`src/rtl/icache_refill_if.sv`:
```
// Bundle of the cache-side and memory-side signals of the instruction-cache refill engine.
// master: the refill engine; slave: the cache/memory environment around it.
interface icache_refill_if;
  logic [31:0]  ic_addr_i;
  logic         ic_valid_req_i;
  logic         ic_flush_i;
  logic         ic_ready_o;
  logic [127:0] ic_data_o;
  logic         ic_err_o;
  logic         mem_req_o;
  logic [31:0]  mem_addr_o;
  logic         mem_gnt_i;
  logic         mem_rvalid_i;
  logic [31:0]  mem_rdata_i;

  modport master (
    input  ic_addr_i, ic_valid_req_i, ic_flush_i,
    output ic_ready_o, ic_data_o, ic_err_o,
    output mem_req_o, mem_addr_o,
    input  mem_gnt_i, mem_rvalid_i, mem_rdata_i
  );

  modport slave (
    output ic_addr_i, ic_valid_req_i, ic_flush_i,
    input  ic_ready_o, ic_data_o, ic_err_o,
    input  mem_req_o, mem_addr_o,
    output mem_gnt_i, mem_rvalid_i, mem_rdata_i
  );
endinterface

```
`src/rtl/icache_refill.sv`:
```
// Instruction-cache line refill: issues four word reads for a 16-byte line, assembles the
// returned beats and delivers the line, with flush (drop) and timeout handling.
module icache_refill #(
  parameter int unsigned TIMEOUT_CYC = 255
) (
  input  logic            clk,
  input  logic            rst,
  icache_refill_if.master bus
);

  localparam int unsigned TW = ($clog2(TIMEOUT_CYC + 1) < 1) ? 1 : $clog2(TIMEOUT_CYC + 1);

  typedef enum logic [1:0] {IDLE, REQ, WAIT, RESP} state_t;

  state_t             state_q, state_d;
  logic [31:0]        base_q, base_d;
  logic [2:0]         issued_q, issued_d;
  logic [2:0]         received_q, received_d;
  logic               drop_q, drop_d;
  logic [TW-1:0]      tcnt_q, tcnt_d;
  logic [3:0][31:0]   line_q, line_d;
  logic [127:0]       data_q, data_d;
  logic               err_q, err_d;

  always_comb begin
    state_d    = state_q;
    base_d     = base_q;
    issued_d   = issued_q;
    received_d = received_q;
    drop_d     = drop_q;
    tcnt_d     = tcnt_q;
    line_d     = line_q;
    data_d     = data_q;
    err_d      = err_q;

    case (state_q)
      IDLE: begin
        if (bus.ic_valid_req_i) begin
          base_d     = bus.ic_addr_i & ~32'hF;
          issued_d   = '0;
          received_d = '0;
          drop_d     = 1'b0;
          tcnt_d     = '0;
          err_d      = 1'b0;
          state_d    = REQ;
        end
      end

      REQ, WAIT: begin
        if (state_q == REQ && bus.mem_gnt_i) issued_d = issued_q + 3'd1;
        if (bus.mem_rvalid_i) begin
          line_d[received_q[1:0]] = bus.mem_rdata_i;
          received_d              = received_q + 3'd1;
        end
        if (bus.ic_flush_i) drop_d = 1'b1;
        if (bus.mem_gnt_i || bus.mem_rvalid_i) tcnt_d = '0;
        else                                    tcnt_d = tcnt_q + 1'b1;

        // Drop must win over completion so a flush coinciding with the last beat suppresses delivery.
        if (drop_d && received_d == issued_d) begin
          state_d = IDLE;
        end else if (!drop_d && received_d == 3'd4) begin
          state_d = RESP;
          data_d  = line_d;
        end else if (tcnt_d == TW'(TIMEOUT_CYC)) begin
          if (drop_d) begin
            state_d = IDLE;
          end else begin
            state_d = RESP;
            err_d   = 1'b1;
            data_d  = line_d;
          end
        end else if (state_q == REQ && (issued_d == 3'd4 || drop_d)) begin
          state_d = WAIT;
        end
      end

      RESP: begin
        state_d = IDLE;
        err_d   = 1'b0;
      end

      default: state_d = IDLE;
    endcase
  end

  always_ff @(posedge clk or posedge rst) begin
    if (rst) begin
      state_q    <= IDLE;
      base_q     <= '0;
      issued_q   <= '0;
      received_q <= '0;
      drop_q     <= 1'b0;
      tcnt_q     <= '0;
      line_q     <= '0;
      data_q     <= '0;
      err_q      <= 1'b0;
    end else begin
      state_q    <= state_d;
      base_q     <= base_d;
      issued_q   <= issued_d;
      received_q <= received_d;
      drop_q     <= drop_d;
      tcnt_q     <= tcnt_d;
      line_q     <= line_d;
      data_q     <= data_d;
      err_q      <= err_d;
    end
  end

  assign bus.ic_ready_o = (state_q == RESP);
  assign bus.ic_err_o   = (state_q == RESP) && err_q;
  assign bus.ic_data_o  = data_q;
  assign bus.mem_req_o  = (state_q == REQ);
  assign bus.mem_addr_o = base_q + {27'd0, issued_q, 2'b00};

endmodule

```
`src/flat_wrapper.sv`:
```
// flat-port wrapper written by rule: the top's interface ports become plain ports
module icache_refill_flat 
#(
  parameter int unsigned TIMEOUT_CYC = 255
)
  (clk, rst, bus_ic_addr_i, bus_ic_valid_req_i, bus_ic_flush_i, bus_ic_ready_o, bus_ic_data_o, bus_ic_err_o, bus_mem_req_o, bus_mem_addr_o, bus_mem_gnt_i, bus_mem_rvalid_i, bus_mem_rdata_i);
  icache_refill_if bus_i ();
  input  logic clk;
  input  logic rst;
  input wire logic [$bits(bus_i.ic_addr_i)-1:0] bus_ic_addr_i;
  input wire logic [$bits(bus_i.ic_valid_req_i)-1:0] bus_ic_valid_req_i;
  input wire logic [$bits(bus_i.ic_flush_i)-1:0] bus_ic_flush_i;
  output wire logic [$bits(bus_i.ic_ready_o)-1:0] bus_ic_ready_o;
  output wire logic [$bits(bus_i.ic_data_o)-1:0] bus_ic_data_o;
  output wire logic [$bits(bus_i.ic_err_o)-1:0] bus_ic_err_o;
  output wire logic [$bits(bus_i.mem_req_o)-1:0] bus_mem_req_o;
  output wire logic [$bits(bus_i.mem_addr_o)-1:0] bus_mem_addr_o;
  input wire logic [$bits(bus_i.mem_gnt_i)-1:0] bus_mem_gnt_i;
  input wire logic [$bits(bus_i.mem_rvalid_i)-1:0] bus_mem_rvalid_i;
  input wire logic [$bits(bus_i.mem_rdata_i)-1:0] bus_mem_rdata_i;
  assign bus_i.ic_addr_i = bus_ic_addr_i;
  assign bus_i.ic_valid_req_i = bus_ic_valid_req_i;
  assign bus_i.ic_flush_i = bus_ic_flush_i;
  assign bus_ic_ready_o = bus_i.ic_ready_o;
  assign bus_ic_data_o = bus_i.ic_data_o;
  assign bus_ic_err_o = bus_i.ic_err_o;
  assign bus_mem_req_o = bus_i.mem_req_o;
  assign bus_mem_addr_o = bus_i.mem_addr_o;
  assign bus_i.mem_gnt_i = bus_mem_gnt_i;
  assign bus_i.mem_rvalid_i = bus_mem_rvalid_i;
  assign bus_i.mem_rdata_i = bus_mem_rdata_i;
  icache_refill #(.TIMEOUT_CYC(TIMEOUT_CYC)) u_core (.clk(clk), .rst(rst), .bus(bus_i));
endmodule
```
`config.mk`:
```
export PLATFORM = sky130hd
export DESIGN_NAME = icache_refill_flat
export DESIGN_NICKNAME = d
export VERILOG_FILES = /design/src/rtl/icache_refill_if.sv /design/src/rtl/icache_refill.sv /design/src/flat_wrapper.sv
export SDC_FILE = /design/constraint.sdc
export NUM_CORES = 1
export LEC_CHECK = 0
export BUFFER_PORTS_ARGS = -buffer_cell sky130_fd_sc_hd__buf_2
export CORE_ASPECT_RATIO = 0.9
export CORE_MARGIN = 2
export CORE_UTILIZATION = 34
export DETAILED_ROUTE_END_ITERATION = 6
export HOLD_SLACK_MARGIN = 0.08
export PLACE_DENSITY_LB_ADDON = 0.2
export SYNTH_ARGS = -nofsm -noshare
export SYNTH_HDL_FRONTEND = slang
export SYNTH_SLANG_ARGS = --single-unit
```
`constraint.sdc`:
```
create_clock -name clk -period 23.7 [get_ports clk]
set_input_delay 3.555 -clock clk [delete_from_list [all_inputs] [get_ports clk]]
set_output_delay 3.555 -clock clk [all_outputs]
set_load 0.005 [all_outputs]
```
# --- Word level (Yosys, flattened, before mapping) ---
# Cells that the tools add are included.
# W data, S select, Z words.
totals:
  reg_bits: 302
  inputBits: 70
  output_inout_bits: 163
  elab_cells: 85
op_classes:
  n_addsub: 4
  magnitude_cmp: 2
  n_eq_ne: 14
  n_mux: 34
  bitwise: 1
  n_reduce_logical: 18
ops:
  columns: ["op", "n"]
  rows:
  - ["$mux W128", 4]
  - ["$bwmux W128", 1]
  - ["$demux W32 S2", 1]
  - ["$add A32 B5 Y32", 1]
  - ["$mux W32", 1]
  - ["$mux W8", 3]
  - ["$pmux W8 S2", 1]
  - ["$mux W3", 5]
  - ["$mux W2", 6]
  - ["$pmux W3 S2", 2]
  - ["$ne A2 B2 Y1 const B", 5]
  - ["$add A8 B1 Y8 const B", 1]
  - ["$eq A8 B8 Y1 const B", 1]
  - ["$mux W1", 7]
  - ["$add A3 B1 Y3 const B", 2]
  - ["$eq A3 B3 Y1 const B", 2]
  - ["$logic_and A1 B1 Y1", 6]
  - ["$pmux W2 S3", 1]
  - ["$reduce_and A2 Y1", 3]
  - ["$ne A5 B1 Y1 const B", 1]
  - ["$reduce_and A5 Y1", 1]
  - ["$eq A2 B2 Y1 const B", 2]
  - ["$reduce_and A4 Y1", 1]
  - ["$reduce_bool A2 Y1", 2]
  - ["12 further kinds", 13]

# --- Longest topological paths before layout ---
# Gate-level depths: netlist of the first run.
logic_depth:
  word_depth: 12
  depth_mapped: 12
  ltp_nobuf: 8

# --- Worst setup path before layout of the first run ---
# No wires, ideal clock.
synth_path:
  kind: "input -> register"
  start: "in bus_mem_rvalid_i"
  end: "reg u_core.data_q[10], in the netlist u_core.bus.ic_data_o[10]"
  setup_ps: 132
  arrival_ps: 5232
  required_ps: 23568
  slack_ps: 18336
  stages: 11
  path_buffers: 5
  cell_sequence: "buf_4 > nand2_2 > xor2_1 > nor4_1 > o211ai_2 > buf_6 > buf_6 > buf_6 > buf_6 > nand2_1 > o21ai_1"
synth_between:
  elab_chain_len: 6
  elab_cells_between_ends: 18
  classes_between: "eq/ne: 4; mux: 8; bitwise: 1; reduce/logical: 5"
synth_lines:
  columns: ["element", "line", "source"]
  rows:
  - ["from (decl)", "flat_wrapper.sv:19", "input wire logic [$bits(bus_i.mem_rvalid_i)-1:0] bus_mem_rvalid_i;"]
  - ["$logic_or A1 B1 Y1 / $mux W3 (equally long branches)", "icache_refill.sv:56, icache_refill.sv:51", null]
  - ["$mux W8 / $mux W3 (equally long branches)", "icache_refill.sv:56, icache_refill.sv:36", null]
  - ["$mux W8 (tied with other cells)", "icache_refill.sv:36", "case (state_q)"]
  - ["$eq A8 B8 Y1 (tied with other cells)", "icache_refill.sv:65", "end else if (tcnt_d == TW'(TIMEOUT_CYC)) begin"]
  - ["$reduce_bool A2 Y1 (no line) (tied with other cells)", null, null]
  - ["$reduce_and A4 Y1 (no line)", null, null]
  - ["to (signal assigned)", "icache_refill.sv:106", "data_q <= data_d;"]
  - ["to (decl)", "icache_refill.sv:22", "logic [127:0] data_q, data_d;"]
# Parallel ways exist; a longest one is shown, timed or not. The select of a mux whose other input is x is not followed.
# A chain may end at the register's enable or synchronous reset.

# --- Worst setup path after layout of the first run ---
layout_path:
  start: "reg u_core.issued_q[2]"
  end: "out bus_mem_addr_o[29]"
layout_between:
  elab_chain_len: 1
layout_lines:
  columns: ["element", "line", "source"]
  rows:
  - ["from (decl)", "icache_refill.sv:17", "logic [2:0] issued_q, issued_d;"]
  - ["from (signal assigned)", "icache_refill.sv:101", "issued_q <= issued_d;"]
  - ["$add A32 B5 Y32", "icache_refill.sv:115", "assign bus.mem_addr_o = base_q + {27'd0, issued_q, 2'b00};"]
  - ["to (decl)", "flat_wrapper.sv:17", "output wire logic [$bits(bus_i.mem_addr_o)-1:0] bus_mem_addr_o;"]
# Every way passes these cells.

==> results of run 1 <==
-- state kept, by name, summed over array words and instances, names as in the netlist --
register and cells:
u_core.issued_q 3, u_core.state_q 2, u_core.err_q 1, u_core.tcnt_q 8, u_core.base_q 28, u_core.bus.ic_data_o 128, u_core.line_q 128, u_core.received_q 3
u_core.drop_q 1
-- worst reg2reg max path, cell delays in order (launching register included) --
cell	delay [ns]
dfrtp_1	0.48
inv_1	0.10
ha_1	0.32
inv_1	0.06
a31oi_1	0.07
nor4_1	0.79
o211ai_4	0.16
buf_12	0.26
nand2_1	0.69
o21ai_0	0.12
-- worst max-delay path by stage --
stage	depth (start not counted)	start	end
global placement	4	rst	u_core.line_q[105]$_DFFE_PP0N_
CTS	7	u_core.issued_q[2]$_DFFE_PP0P_	bus_mem_addr_o[29]
floorplan	1	rst	u_core.base_q[10]$_DFFE_PP0P_
global route	7	u_core.issued_q[2]$_DFFE_PP0P_	bus_mem_addr_o[29]
detailed placement	4	rst	u_core.bus.ic_data_o[105]$_DFFE_PP0P_
finish	7	u_core.issued_q[2]$_DFFE_PP0P_	bus_mem_addr_o[29]
-- kinds of logic after synthesis --
family,Yosys count
other,1
adders and majority gates,13
buffers and inverters,76
muxes,288
DFF,302
xor gates and xnor gates,36
and+or+nand+nor,223
AOI/OAI and AO/OA,164
-- cell type report --
type / instances / area, um^2
Inverter: 12 / 52.6
Multi-Input combinational cell: 726 / 5430
Timing Repair Buffer: 239 / 1240
Clock buffer: 61 / 1080
Clock inverter: 3 / 30.0
Sequential cell: 302 / 7560
Fill cell: 3774 / 22400
Tap cell: 525 / 657
Antenna cell: 1 / 2.50
-- cells in the final DEF (no fill, tap or decap), types with 2 or more instances in the layout --
cell | Yosys | layout
dfrtp_1 | 302 | 302
buf_2 | 9 | 226
mux2_2 | 157 | 157
nand2_1 | 156 | 153
mux2i_1 | 131 | 131
o21ai_0 | 106 | 106
o21ai_1 | 40 | 40
clkbuf_16 | 0 | 36
xnor2_1 | 19 | 19
xor2_1 | 17 | 17
clkbuf_1 | 34 | 16
nand3_1 | 19 | 15
nor2_1 | 14 | 14
ha_1 | 13 | 13
buf_4 | 5 | 12
inv_1 | 12 | 11
clkbuf_8 | 0 | 9
nand3_2 | 1 | 5
nor3_1 | 5 | 5
and3_1 | 5 | 5
nand2_2 | 1 | 4
nand4_1 | 4 | 4
nand2b_1 | 4 | 4
a21oi_1 | 4 | 4
o31ai_1 | 3 | 3
nor2b_1 | 3 | 3
a31oi_1 | 2 | 2
or3_1 | 2 | 2
and4_1 | 2 | 2
a41oi_1 | 2 | 2
conb_1 | 1 | 2
-- layer usage --
layer / wire length [um] / GRT usage, %
met5: 13 / 0
met2: 14400 / 25.2
met1: 15000 / 21.5
met3: 2130 / 4.74
met4: 481 / 3.52
-- per-stage QoR --
step	power, W	cell area (um^2)	utilization [%]
final	0.00188	16100	41.7
after global routing	0.00201	16100	41.7
after CTS	0.00192	16100	41.7
after detailed placement	0.00138	14900	38.8
after global placement	0.00136	14900	38.8
after floorplan	0.00119	13300	-
-- power by group --
group          internal [W]  switching (W)  leakage, nW  total [W]
clock              0.000311       0.000212        0.543   0.000522
sequential         0.000701       0.000110         3.91   0.000811
combinational      0.000294       0.000254         3.84   0.000547
-- synth_stat cells, drive strengths merged (2+ instances only) --
library cell  count
a211oi            2
a21oi             4
a31oi             2
a41oi             2
and3              5
and4              2
buf              30
clkbuf           34
dfrtp           302
ha               13
inv              12
mux2            157
mux2i           131
nand2           157
nand2b            4
nand3            20
nand4             4
nor2             14
nor2b             3
nor3              5
o21ai           146
o31ai             3
or3               2
xnor2            19
xor2             17
==> results.py, run 1 <==
metrics = {
    "clocking": {
        "cts_tree": "yes",
        "clock-sinks": 302,
        "clockBufferDepth": 3,
        "clk_pin_slew_ns": 0.06,
        "cts_hold_buffers": 0,
        "cts_buffers": 35,
        "clk_latency_ns": 0.52,
        "cts-root-buf": "clkbuf_16",
        "postCtsSetupRepairBufs": 0,
        "cts_resized": 0,
        "h-tree-depth": 2,
    },
    "placement": {
        "pre_cts_ws_ns": 17.43,
        "placed_cells": 1804,
        "routabilityCongestion": 0.718,
        "port_buffers": 226,
        "place.detailed.hpwl_mm": 20.0,
    },
    "floorplanning": {
        "rows": 68,
        "dieWidth_um": 213,
        "pin_count": 233,
        "core_area_um2": 38500,
        "die-area_um2": 40800,
        "start_util_pct": 34.6,
        "die_h_um": 192,
    },
    "global_routing": {
        "grt_pass1_vias": 9040,
        "antenna_found_initial": 1,
        "track_usage_pct": 15.9,
        "grt_overflow_total": 0,
        "grt_pass1_wl_mm": 50.9,
        "grt_max_degree": 257,
    },
    "yosys": {
        "synth_top_family_by_area": "multiplexers",
        "synth_flop_cell": "dfrtp_1",
        "muxShareOfSynthArea_pct": 23.1,
        "synth_edf_count": 0,
        "syn-cell-area_um2": 13300,
        "ys.warnings.count": 0,
        "synthTopCellsByArea": "dfrtp_1 (57%), mux2_2 (13%), mux2i_1 (9.8%)",
        "ys_ff_latch": 302,
        "synth_xor_area_share_pct": 2.37,
        "yosysSeqAreaShare_pct": 56.8,
        "yosysTopAreaCell": "dfrtp_1",
        "synth_compound_area_share_pct": 6.52,
        "async_reset_ff_share_pct": 100,
        "synth.top_cell.area_share_pct": 56.8,
        "synth-adder-area-share_pct": 1.22,
        "synth_cell_type_count": 45,
        "syn_avg_cell_area_um2": 12.1,
        "synth_simple_gate_area_share_pct": 7.22,
        "synthCells": 1103,
    },
    "hold_path": {
        "hp-start": "u_core.bus.ic_data_o[104]$_DFFE_PP0P_",
        "hold_path_depth": 2,
        "hold_end": "u_core.bus.ic_data_o[104]$_DFFE_PP0P_",
        "min_path_type": "flop to flop",
    },
    "route": {
        "drtIter0Drc": 464,
        "routed_wirelength_mm": 32.1,
        "avgViaCountPerCell": 4.76,
        "drcViolationCount": 0,
        "wl_per_cell_um": 17.2,
        "ant_nets": 0,
        "vias": 8904,
        "drt_pass1_iterations": 4,
    },
    "power_and_ir_drop": {
        "p_leak_nw": 8.30,
        "ir_drop_v": 0.0000536,
        "p_per_area_nw_per_um2": 117,
    },
    "layout": {
        "syn2layout_area_growth_pct": 20.6,
        "drive_gt1_share_pct": 34.0,
        "nets": 1399,
        "fin_cells": 1869,
    },
    "critical_path": {
        "crit_slowest_cell": "or3_1",
        "crit_arrival_ns": 2.58,
        "max_stage_delay_ns": 0.46,
        "timing.rr.start": "u_core.received_q[0]$_DFFE_PP0P_",
        "rr_worst_depth": 9,
        "critical_path_class": "flop to output port",
        "crit_fanout": 5,
        "cp-end-kind": "output port",
        "crit-reg2reg-capture": "u_core.bus.ic_data_o[60]$_DFFE_PP0P_",
        "cp-start-kind": "flop",
        "worstPathRequired_ns": 20.15,
        "cp_top_family": "simple AND/OR/NAND/NOR gates",
        "cp_num_buf_inv": 1,
        "crit_path_cell_trace": "ha_1 -> nand3_1 -> or3_1 -> nor2_1 -> nand4_1 -> xnor2_1 -> buf_2",
        "regToRegSetupSlack_ns": 20.47,
    },
    "timing": {
        "max_freq_mhz": 163,
        "finalSetupViolCount": 0,
        "skew_ns": 0.0160,
        "hold-worst-slack_ns": 0.472,
        "grt_setup_unrepaired": "false",
        "setup_ws_ns": 17.56,
        "slew_headroom_pct": 12.0,
        "worst_pin_slew_ns": 1.32,
        "min_period_ns": 6.14,
        "slew_viol_final": 0,
        "fin_tns_setup_ns": 0,
        "final_hold_viol_count": 0,
        "period_share_pct": 25.9,
    },
    "run": {
        "maxCapViolations": 0,
    },
    "status": {
        "status": "finished clean",
    },
}
Note: power is estimated with default switching activity, not from simulation.
==> run 2, diff against run 1 <==
==> constraint.sdc (replaced) <==
create_clock -name clk -period 5 [get_ports clk]
set_input_delay 0.75 -clock clk [delete_from_list [all_inputs] [get_ports clk]]
set_output_delay 0.75 -clock clk [all_outputs]
set_load 0.005 [all_outputs]
==> run 2 against run 1 <==
- combinational power grew to 4.8 times the previous value
- clock skew grew 0.0035 ns
- worst setup slack lost 16 ns
- routed wire length shrank 0.29%
- clock-buffer cell count shrank 15
- sequential power grew to 4.7 times the previous value
- critical path depth is the same
- sequential share of layout area shrank 0.21 points
- design area grew 0.45%
- critical path type unchanged
- largest cell class unchanged
- largest power group unchanged
- highest routed layer unchanged
==> results.py, run 2 (same netlist as run 1, synthesis figures left out) <==
metrics = {
    "route": {
        "drtIter0Drc": 369,
        "routed_wirelength_mm": 32.0,
        "vias": 8939,
        "wl_per_cell_um": 17.1,
        "drt_pass1_iterations": 4,
        "drcViolationCount": 0,
        "ant_nets": 0,
        "avgViaCountPerCell": 4.78,
    },
    "hold_path": {
        "min_path_type": "input port to async pin",
    },
    "layout": {
        "fin_area_um2": 16100,
        "fin_util_pct": 41.9,
        "final_common_cell": "dfrtp_1",
        "num-fill-cells": 3798,
        "drive_gt1_share_pct": 34.9,
        "final_cell_mix": "dfrtp_1 (302), buf_2 (226), mux2_2 (157)",
        "syn2layout_area_growth_pct": 21.1,
        "diodes": 0,
        "nets": 1400,
        "fin_cells": 1869,
    },
    "critical_path": {
        "crit_path_cell_trace": "ha_1 -> nand3_1 -> or3_1 -> nor2_1 -> nand4_1 -> xnor2_1 -> buf_2",
        "crit_arrival_ns": 2.56,
        "critical_path_class": "flop to output port",
        "worstPathRequired_ns": 4.25,
        "cp-start-kind": "flop",
        "max_stage_delay_ns": 0.45,
        "cp_num_buf_inv": 1,
        "crit_slowest_cell": "or3_1",
        "cp_top_family": "simple AND/OR/NAND/NOR gates",
        "crit_fanout": 5,
        "cp-end-kind": "output port",
    },
    "timing": {
        "skew_ns": 0.0195,
        "finalSetupViolCount": 0,
        "final_hold_viol_count": 0,
        "fin_tns_setup_ns": 0,
        "max_freq_mhz": 302,
        "worst_pin_slew_ns": 1.06,
        "min_period_ns": 3.31,
        "grt_setup_unrepaired": "false",
        "slew_viol_final": 0,
        "slew_headroom_pct": 29.0,
        "hold-worst-slack_ns": 0.129,
        "period_share_pct": 66.1,
    },
    "floorplanning": {
        "rows": 68,
        "pin_count": 233,
        "core_area_um2": 38500,
        "die-area_um2": 40800,
        "start_util_pct": 34.6,
        "die_h_um": 192,
        "dieWidth_um": 213,
    },
    "clocking": {
        "clk_pin_slew_ns": 0.06,
        "h-tree-depth": 2,
        "clockBufferDepth": 3,
        "cts_hold_buffers": 0,
        "postCtsSetupRepairBufs": 0,
        "cts_tree": "yes",
        "cts_buffers": 35,
        "cts-root-buf": "clkbuf_16",
        "clock-sinks": 302,
        "cts_resized": 0,
        "clk_latency_ns": 0.53,
    },
    "global_routing": {
        "grt_pass1_vias": 9029,
        "antenna_found_initial": 1,
        "grt_pass1_wl_mm": 50.5,
        "track_usage_pct": 15.8,
        "grt_max_degree": 180,
        "grt_overflow_total": 0,
    },
    "placement": {
        "port_buffers": 226,
        "place_area_um2": 15000,
        "routabilityCongestion": 0.742,
        "placed_cells": 1805,
        "place.detailed.hpwl_mm": 20.5,
    },
    "power_and_ir_drop": {
        "internal_power_w": 0.00622,
        "p_sw_share_pct": 30.8,
        "p_sw_w": 0.00276,
        "pwr-share-comb_pct": 29.0,
        "pwr-share-clk_pct": 28.2,
        "ir_drop_v": 0.000252,
        "seqPwrFrac_pct": 42.8,
        "p_leak_nw": 8.34,
        "p_per_area_nw_per_um2": 557,
    },
    "run": {
        "maxCapViolations": 0,
    },
    "status": {
        "status": "finished clean",
    },
}
run 2: path summary, 6_finish.rpt:
path | from | to | slack (ns) | cells after the start
max in group asynchronous | rst | u_core.line_q[108]$_DFFE_PP0N_ | 3.61 | 3
max | u_core.issued_q[2]$_DFFE_PP0P_ | bus_mem_addr_o[29] | 1.69 | 7
max reg2reg | u_core.received_q[0]$_DFFE_PP0P_ | u_core.bus.ic_data_o[77]$_DFFE_PP0P_ | 1.88 | 9
min in group clk | bus_ic_addr_i[24] | u_core.base_q[24]$_DFFE_PP0P_ | 0.46 | 2
min reg2reg | u_core.bus.ic_data_o[105]$_DFFE_PP0P_ | u_core.bus.ic_data_o[105]$_DFFE_PP0P_ | 0.47 | 2
min | rst | u_core.bus.ic_data_o[28]$_DFFE_PP0P_ | 0.13 | 2
run 2: power groups by stage:
stage / Clock, W / Combinational, W / Sequential, W
6_report: 0.00253 / 0.00261 / 0.00384
2_1_floorplan: 0 / 0.00184 / 0.00378
5_1_grt: 0.00274 / 0.00294 / 0.00396
4_1_cts: 0.00263 / 0.00267 / 0.00385
3_5_place_dp: 0 / 0.00266 / 0.00388
3_3_place_gp: 0 / 0.00262 / 0.00385
run 2: final cells by class:
cell class	count	area [um^2]	share of cell area [%]
Sequential cell	302	7560	46.9
Timing Repair Buffer	240	1290	7.98
Multi-Input combinational cell	726	5430	33.7
Inverter	12	48.8	0.303
Tap cell	525	657	4.07
Clock inverter	18	160	0.993
Clock buffer	46	988	6.13
run 2: stage by stage:
| stage | power (W) | setup slack, ns |
|---|---|---|
| after detailed placement | 0.00655 | 1.61 |
| after floorplan | 0.00562 | 0.235 |
| final | 0.00899 | 1.69 |
| after CTS | 0.00915 | 1.63 |
| after global routing | 0.00963 | 1.44 |
| after global placement | 0.00647 | 1.61 |
run 2: metal layers:
| metal | vias to the layer above | GRT usage (%) | wire length, um |
|---|---|---|---|
| li1 | 4282 | - | - |
| met1 | 4433 | 22.2 | 15500 |
| met2 | 175 | 24.6 | 14200 |
| met3 | 47 | 3.78 | 1700 |
| met4 | 2 | 4.01 | 579 |
| met5 | - | 0 | 10 |
